File: src/rtl/wb_retire_trace.sv
// Write-back stage: registers the dual-slot MEM->WB bus, drives the RF and HI/LO ports,
// and serialises retired instructions onto the single-lane debug trace through a retire queue.
module wb_retire_trace #(
    parameter int unsigned QDEPTH   = 8,
    parameter int unsigned ENTRY_WD = 70
) (
    input  logic         clk,
    input  logic         rst,
    input  logic         flush,
    input  logic         stall_i,
    input  logic [271:0] mem_to_wb_bus,
    output logic [75:0]  wb_to_rf_bus,
    output logic [65:0]  wb_to_hilo_bus,
    output logic         stallreq_trace,
    output logic [31:0]  debug_wb_pc,
    output logic [3:0]   debug_wb_rf_wen,
    output logic [4:0]   debug_wb_rf_wnum,
    output logic [31:0]  debug_wb_rf_wdata
);

    localparam int unsigned SLOT_WD = 136;
    localparam int unsigned PW      = $clog2(QDEPTH);
    localparam int unsigned CW      = PW + 1;

    logic [271:0]        wb_reg;
    logic [SLOT_WD-1:0]  s1, s2;
    logic [65:0]         h1, h2;
    logic                v1, v2;
    logic [ENTRY_WD-1:0] e1, e2, head;
    logic [ENTRY_WD-1:0] mem [QDEPTH];
    logic [PW-1:0]       wp, rp;
    logic [CW-1:0]       count;
    logic [CW-1:0]       push_cnt;
    logic                pop;

    // WB pipeline register; flush and upstream stall both insert a bubble
    always_ff @(posedge clk or posedge rst) begin
        if (rst) begin
            wb_reg <= '0;
        end else if (flush || stall_i) begin
            wb_reg <= '0;
        end else begin
            wb_reg <= mem_to_wb_bus;
        end
    end

    assign s1 = wb_reg[135:0];
    assign s2 = wb_reg[271:136];
    assign h1 = s1[135:70];
    assign h2 = s2[135:70];
    assign v1 = |s1[69:38];
    assign v2 = |s2[69:38];
    assign e1 = s1[ENTRY_WD-1:0];
    assign e2 = s2[ENTRY_WD-1:0];

    // Both slots forwarded untouched; the regfile resolves same-address conflicts
    assign wb_to_rf_bus = {s2[37:0], s1[37:0]};

    // HI and LO each take slot2 when slot2 writes them, otherwise slot1
    assign wb_to_hilo_bus = {h2[65] | h1[65],
                             h2[64] | h1[64],
                             h2[65] ? h2[63:32] : h1[63:32],
                             h2[64] ? h2[31:0]  : h1[31:0]};

    assign push_cnt       = CW'(v1) + CW'(v2);
    assign pop            = (count != '0);
    assign head           = mem[rp];
    assign stallreq_trace = (count >= CW'(QDEPTH - 2));

    // Queue storage; slot1 lands before slot2 when both retire together
    always_ff @(posedge clk) begin
        if (v1) begin
            mem[wp] <= e1;
        end
        if (v2) begin
            mem[v1 ? wp + PW'(1) : wp] <= e2;
        end
    end

    always_ff @(posedge clk or posedge rst) begin
        if (rst) begin
            wp                <= '0;
            rp                <= '0;
            count             <= '0;
            debug_wb_pc       <= '0;
            debug_wb_rf_wen   <= '0;
            debug_wb_rf_wnum  <= '0;
            debug_wb_rf_wdata <= '0;
        end else begin
            wp    <= wp + PW'(push_cnt);
            rp    <= rp + PW'(pop);
            count <= count + push_cnt - CW'(pop);
            if (pop) begin
                debug_wb_pc       <= head[69:38];
                debug_wb_rf_wen   <= {4{head[37]}};
                debug_wb_rf_wnum  <= head[36:32];
                debug_wb_rf_wdata <= head[31:0];
            end else begin
                debug_wb_pc       <= '0;
                debug_wb_rf_wen   <= '0;
                debug_wb_rf_wnum  <= '0;
                debug_wb_rf_wdata <= '0;
            end
        end
    end

endmodule

File: config.mk
export PLATFORM = sky130hd
export DESIGN_NAME = wb_retire_trace
export DESIGN_NICKNAME = d
export VERILOG_FILES = /design/src/rtl/wb_retire_trace.sv
export SDC_FILE = /design/constraint.sdc
export NUM_CORES = 1
export LEC_CHECK = 0
export BUFFER_PORTS_ARGS = -buffer_cell sky130_fd_sc_hd__buf_2
export CAP_MARGIN = 0
export CORE_MARGIN = 4
export CORE_UTILIZATION = 40
export DETAILED_ROUTE_END_ITERATION = 10
export PLACE_DENSITY = 0.61
export SLEW_MARGIN = 20
export SYNTH_ARGS = -nofsm -noshare
export SYNTH_HDL_FRONTEND = slang
export SYNTH_SLANG_ARGS = --single-unit
File: constraint.sdc
create_clock -name clk -period 26.9 [get_ports clk]
set_clock_uncertainty 0.2 [all_clocks]
set_input_delay 1.345 -clock clk [delete_from_list [all_inputs] [get_ports clk]]
set_output_delay 1.345 -clock clk [all_outputs]
set_load 0.03 [all_outputs]
==> impl_metrics.csv, run 1 <==
group,metric,value,unit
clock_tree,cts_buffers,103,
floorplanning,die_x,332,um
power,swShare,35.9,%
timing,hold_viol_final,0,
synthesis,syn-num-nets,2709,
synthesis,synth_top_area_share,40.0,%
synthesis,async_flop_share,38.6,%
global_routing,antenna_found_initial,13,
clock_tree,numClockSinks,912,
floorplanning,die-area,110000,um^2
power,ir_drop,247,uV
setup_path,slowest_delay,0.74,ns
route,drc,0,
clock_tree,cts-root-buf,"clkbuf_16",
route,first_iter_violations,1503,
setup_path,worstSetupStartpointType,"flop",
finish,final_cell_mix,"edfxtp_1 (560), buf_2 (491), dfrtp_1 (349)",
finish,largest_reg_flops,560,
setup_path,crit_type,"reg2reg",
synthesis,synthFlopType,"edfxtp_1",
setup_path,end_kind,"flop",
power,powerDensity,127,nW/um^2
floorplanning,die_h,332,um
global_routing,first_global_vias,25000,
timing,timing.setup.tns,0,ns
power,power.share.sequential,39.5,%
timing,finalCritPeriodShare,17.6,%
run_status,status,"finished clean",
clock_tree,cts_hold_buffers,0,
route,via_count,22300,
synthesis,ys_ff_latch,912,
timing,finalSetupViolCount,0,
route,routedWlPerCell,25.8,um
setup_path,timing.rr.end,"mem[2][41]",
clock_tree,cts_resized,0,
power,p_comb_share,37.5,%
setup_path,required,27.13,ns
route,routed_wl,111000,um
clock_tree,clk-insertion-delay-late,0.70,ns
placed_design,globalplace.congestion,0.805,
setup_path,cp.arrival,4.97,ns
power,p_leak,20.3,nW
global_routing,grt_overflow,0,
floorplanning,rows,118,
synthesis,syn_area,42100,um^2
power,clockPowerShare,23.0,%
global_routing,grt_usage,19.8,%
setup_path,r2r_cells,7,
synthesis,synth_top_cell_by_area,"edfxtp_1",
synthesis,yosysSeqAreaShare,60.9,%
floorplanning,floorplan.initialDensity,40.5,%
timing,hold_ws,0.362,ns
clock_tree,clkTransAtPathRegs,0.06,ns
timing,slew_violations,0,
setup_path,crit_top_cell,"buf_4",
setup_path,r2r_start,"wb_reg[38]",
placed_design,io_buffers,491,
power,p_int,0.00397,W
min_path,hp-start,"count[0]",
finish,fin_util,46.8,%
route,drtAntennaViolNets,0,
min_path,min_path_cells,1,
synthesis,synth.distinct_cells,38,
floorplanning,core,104000,um^2
setup_path,slowest_stage,"nor4_1",
setup_path,path_max_fanout,29,
setup_path,crit_chain,"nor4_1 -> and4_1 -> o211ai_4 -> o32ai_4 -> buf_4 -> buf_4 -> mux2_2",
finish,mostFrequentLayoutCell,"edfxtp_1",
synthesis,yosysWarningCount,0,
synthesis,synth_enable_flop_cells,560,
route,first_pass_iters,5,
min_path,min_to,"count[0]",
global_routing,grt_pass1_wl,164000,um
finish,area_delta_synth_final,15.7,%
flow_run,drv_cap,0,
synthesis,postSynthCellCount,2419,
setup_path,regToRegSetupSlack,22.16,ns
placed_design,place_hpwl,67800,um
timing,rsz0062_at_grt,"false",
route,vias_per_cell,5.19,
timing,min_period,4.74,ns
floorplanning,io_pins,492,
timing,slew_headroom,24.8,%
finish,nNetsFinal,3118,
power,p_sw,0.00222,W
global_routing,grt_max_degree,157,
timing,worstMarginPinSlew,1.13,ns
min_path,min_path_type,"reg2reg",
synthesis,avgSynthCellArea,17.4,um^2
timing,fmax,211,MHz
synthesis,ys_top_cells_by_area,"edfxtp_1 (40%), dfrtp_1 (21%), mux2_4 (11%)",
clock_tree,clock_path_buffers,3,
clock_tree,cts_tree,"yes",
finish,drive_gt1_share,50.9,%
clock_tree,post-cts-setup-buffers,0,
clock_tree,htreeDepth,3,
## power groups by stage
stage          Clock, W  Sequential (W)  Combinational, W
2_1_floorplan         0         0.00254           0.00156
3_3_place_gp          0         0.00244           0.00235
3_5_place_dp          0         0.00248           0.00236
4_1_cts         0.00146         0.00246           0.00237
5_1_grt         0.00151         0.00250           0.00245
6_report        0.00142         0.00245           0.00233
## synthesized netlist by cell type (all sizes together) (2+ instances only)
| library cell | instances |
|---|---|
| o22ai | 8 |
| and4 | 2 |
| inv | 15 |
| nand2 | 4 |
| mux2i | 70 |
| xnor2 | 3 |
| nor2 | 73 |
| o32ai | 8 |
| fa | 2 |
| dfrtp | 352 |
| xor2 | 3 |
| or2 | 4 |
| edfxtp | 560 |
| nand4 | 4 |
| nand2b | 2 |
| o21ai | 5 |
| clkbuf | 74 |
| mux4 | 140 |
| nor4 | 16 |
| buf | 158 |
| o211ai | 3 |
| and2 | 272 |
| mux2 | 624 |
| ha | 12 |
## metal layers
metal	vias up	GRT usage [%]	part of all wire (%)
li1	9810	-	-
met1	11600	24.4	40
met2	740	35.0	51
met3	205	4.32	5.8
met4	4	6.02	3.1
met5	-	0	0.019
## cells by family after synthesis
group                    synth area share, %
multiplexers                            28.5
AO/OA/AOI/OAI                          0.854
AND/OR/NAND/NOR                         5.18
flip-flops                              60.9
buffers and inverters                   3.93
adder cells (fa/ha/maj)                0.452
XOR/XNOR                               0.125
## area by class of cell
cell class	instances	area, um^2
flip-flops and latches	912	25600
multi-input cells	1259	14900
fillers	9040	55300
clock buffers	149	3030
well taps	1380	1730
inverters	16	67.6
clock inverters	46	462
repair buffers	536	2820
diodes	10	25.0
## stage by stage
stage	total power [W]	cell area (um^2)	setup WS, ns	instances
5_1_grt	0.00646	48600	22.02	4299
3_5_place_dp	0.00485	45100	22.04	4103
2_1_floorplan	0.00409	42100	15.59	2419
3_3_place_gp	0.00479	45100	21.64	4102
4_1_cts	0.00628	48600	22.03	4298
6_report	0.00620	48700	22.16	4308
## worst max-delay path, delay by kind of cell (launching register included)
| kind | cells | cell delay [ns] |
|---|---|---|
| AOI/OAI and AO/OA | 2 | 0.87 |
| buffers and inverters | 2 | 1.26 |
| DFF | 1 | 0.48 |
| muxes | 1 | 0.41 |
| and+or+nand+nor | 2 | 1.19 |
## how the worst max path moves through the flow
stage | from | end | cells past startpoint
6_report | wb_reg[38] | mem[2][41] | 7
4_1_cts | wb_reg[201] | mem[0][45] | 6
5_1_grt | wb_reg[62] | mem[2][41] | 7
3_3_place_gp | wb_reg[38] | mem[2][41] | 7
3_5_place_dp | wb_reg[201] | mem[0][25] | 6
2_1_floorplan | rst | count[0] | 1
Note: power is estimated with default switching activity, not from simulation.
==> run 2, diff against run 1 <==
ABC_AREA = 1   (was unset)
clock period = 4.42 ns   (was 26.9 ns; I/O delays follow)
==> impl_metrics.csv, run 2 <==
group,metric,value,unit
setup_path,end_kind,"flop",
synthesis,synth.distinct_cells,31,
finish,fin_area,52100,um^2
placed_design,place_hpwl,79000,um
setup_path,crit_start,"wb_reg[49]",
synthesis,ys_ff_latch,912,
route,vias_per_cell,5.29,
floorplanning,die_x,337,um
floorplanning,die_h,337,um
timing,slew_headroom,26.5,%
timing,min_period,3.80,ns
floorplanning,die-area,113000,um^2
setup_path,cp.arrival,4.15,ns
min_path,min_path_type,"in2async",
timing,finalCritPeriodShare,86.0,%
synthesis,syn-num-nets,5238,
run_status,status,"finished clean",
route,first_pass_iters,6,
setup_path,required,4.77,ns
placed_design,globalplace.congestion,0.810,
floorplanning,rows,120,
finish,nNetsFinal,5640,
clock_tree,clk-insertion-delay-late,0.68,ns
finish,largest_reg_flops,560,
finish,drive_gt1_share,14.3,%
setup_path,worstSetupStartpointType,"flop",
finish,finalNonFillerCells,6842,
finish,mostFrequentLayoutCell,"nand2_1",
finish,multi_input_area,13900,um^2
setup_path,r2r_start,"wb_reg[49]",
synthesis,synth_common_cells,"nand2_1 (1344), nor2_1 (730), nand3_1 (570)",
timing,slew_violations,0,
route,first_iter_violations,3480,
synthesis,synth_enable_flop_cells,560,
synthesis,yosysWarningCount,0,
flow_run,drv_cap,0,
clock_tree,clkTransAtPathRegs,0.06,ns
synthesis,synth_top_area_share,39.0,%
global_routing,grt_overflow,0,
floorplanning,io_pins,492,
synthesis,yosysSeqAreaShare,59.4,%
synthesis,yosysMostFrequentCell,"nand2_1",
clock_tree,cts_buffers,103,
timing,hold_viol_final,0,
global_routing,grt_pass1_wl,222000,um
clock_tree,numClockSinks,912,
route,via_count,36200,
timing,finalSetupViolCount,0,
global_routing,grt_max_degree,164,
global_routing,antenna_found_initial,5,
floorplanning,floorplan.initialDensity,40.3,%
placed_design,dpl_cell_area,45900,um^2
power,ir_drop,1530,uV
synthesis,syn_area,43200,um^2
power,p_leak,24.6,nW
finish,regArea,25600,um^2
placed_design,dp_cells,6375,
clock_tree,cts-root-buf,"clkbuf_16",
clock_tree,htreeDepth,3,
route,drc,0,
clock_tree,cts_tree,"yes",
finish,n_fill_cell,9813,
timing,worstMarginPinSlew,1.10,ns
power,powerDensity,782,nW/um^2
finish,area_delta_synth_final,20.7,%
synthesis,synth_top_cell_by_area,"edfxtp_1",
timing,fmax,263,MHz
global_routing,first_global_vias,36500,
synthesis,synthFlopType,"edfxtp_1",
setup_path,crit_type,"reg2reg",
placed_design,io_buffers,491,
timing,rsz0062_at_grt,"false",
route,routedWlPerCell,21.3,um
synthesis,postSynthCellCount,4948,
setup_path,path_max_fanout,82,
route,drtAntennaViolNets,0,
floorplanning,core,107000,um^2
finish,final_cell_mix,"nand2_1 (1336), nor2_1 (730), nand3_1 (570)",
clock_tree,clock_path_buffers,3,
synthesis,async_flop_share,38.6,%
synthesis,ys_top_cells_by_area,"edfxtp_1 (39%), dfrtp_1 (20%), nand2_1 (12%)",
global_routing,grt_usage,25.4,%
synthesis,avgSynthCellArea,8.72,um^2
route,routed_wl,146000,um
[run 2: metrics by stage]
stage / hold WS, ns / setup TNS (ns) / worst slack, ns / util, % / total power, W
2_1_floorplan: 0.127 / -251.82 / -0.715 / - / 0.0248
3_3_place_gp: 0.201 / 0 / 0.667 / 42.9 / 0.0316
3_5_place_dp: 0.211 / 0 / 0.640 / 42.9 / 0.0318
4_1_cts: 0.0226 / 0 / 0.630 / 48.7 / 0.0408
5_1_grt: 0.0623 / 0 / 0.270 / 48.7 / 0.0427
6_report: 0.0505 / 0 / 0.620 / 48.7 / 0.0407
[run 2: final timing paths]
check                              end  slack [ns]  cells past startpoint
setup / recovery            mem[2][30]        0.62                     10
hold / removal             wb_reg[130]        0.05                      3
setup reg to reg            mem[2][30]        0.62                     10
hold reg to reg                  rp[2]        0.32                      1
max in group asynchronous   wb_reg[63]        2.76                      5
min in group clk           wb_reg[111]        0.08                      3
[run 2: what timing repair did]
action / 4_1_cts / 5_1_grt
hold buffers: 273 / 0
buffers inserted: 0 / 0
endpoints found under the setup margin: 0 / 0
endpoints found under the hold margin: 336 / 0
gates resized for setup: 0 / 0
[run 2: power breakdown]
part	switching, W	total (W)	internal (W)
registers	0.00106	0.0147	0.0136
logic	0.0134	0.0173	0.00392
clock network	0.00357	0.00879	0.00522
[run 2: worst max-delay path: stages, from the launching register on]
cell and delay, ns:
dfrtp_1 0.47, nor2_1 0.16, nand2_1 0.09, nor2_1 0.34, nand2_2 0.19, nor2_4 0.39, nand2_2 0.14, a21oi_4 0.43
buf_4 0.87, nand3_1 0.17, nand2_1 0.12
[run 2: final cells by class]
type | count | share of cell area (%)
well taps | 1403 | 3.37
diodes | 3 | 0.0144
multi-input cells | 3184 | 26.6
flip-flops and latches | 912 | 49.2
inverters | 297 | 2.17
repair buffers | 852 | 12.0
clock inverters | 31 | 0.526
clock buffers | 160 | 6.16
[run 2: kinds of logic (layout without fill, tap and decap cells)]
group           after synthesis  after routing  synth area share [%]
compound gates              501            501                  6.26
buf+inv                     852           1340                  8.87
simple gates               2664           2664                  25.0
xor+xnor                      5              5                 0.101
other cells                   0              3                     0
fa+ha+maj                    14             14                 0.441
flops                       912            912                  59.4
[run 2: routing by layer]
layer	up-vias	wire length, um	global-route usage [%]
met4	2	4750	8.65
met5	-	13	0
li1	16700	-	-
met1	17400	57100	32.5
met3	282	13300	5.01
met2	1830	70900	43.4
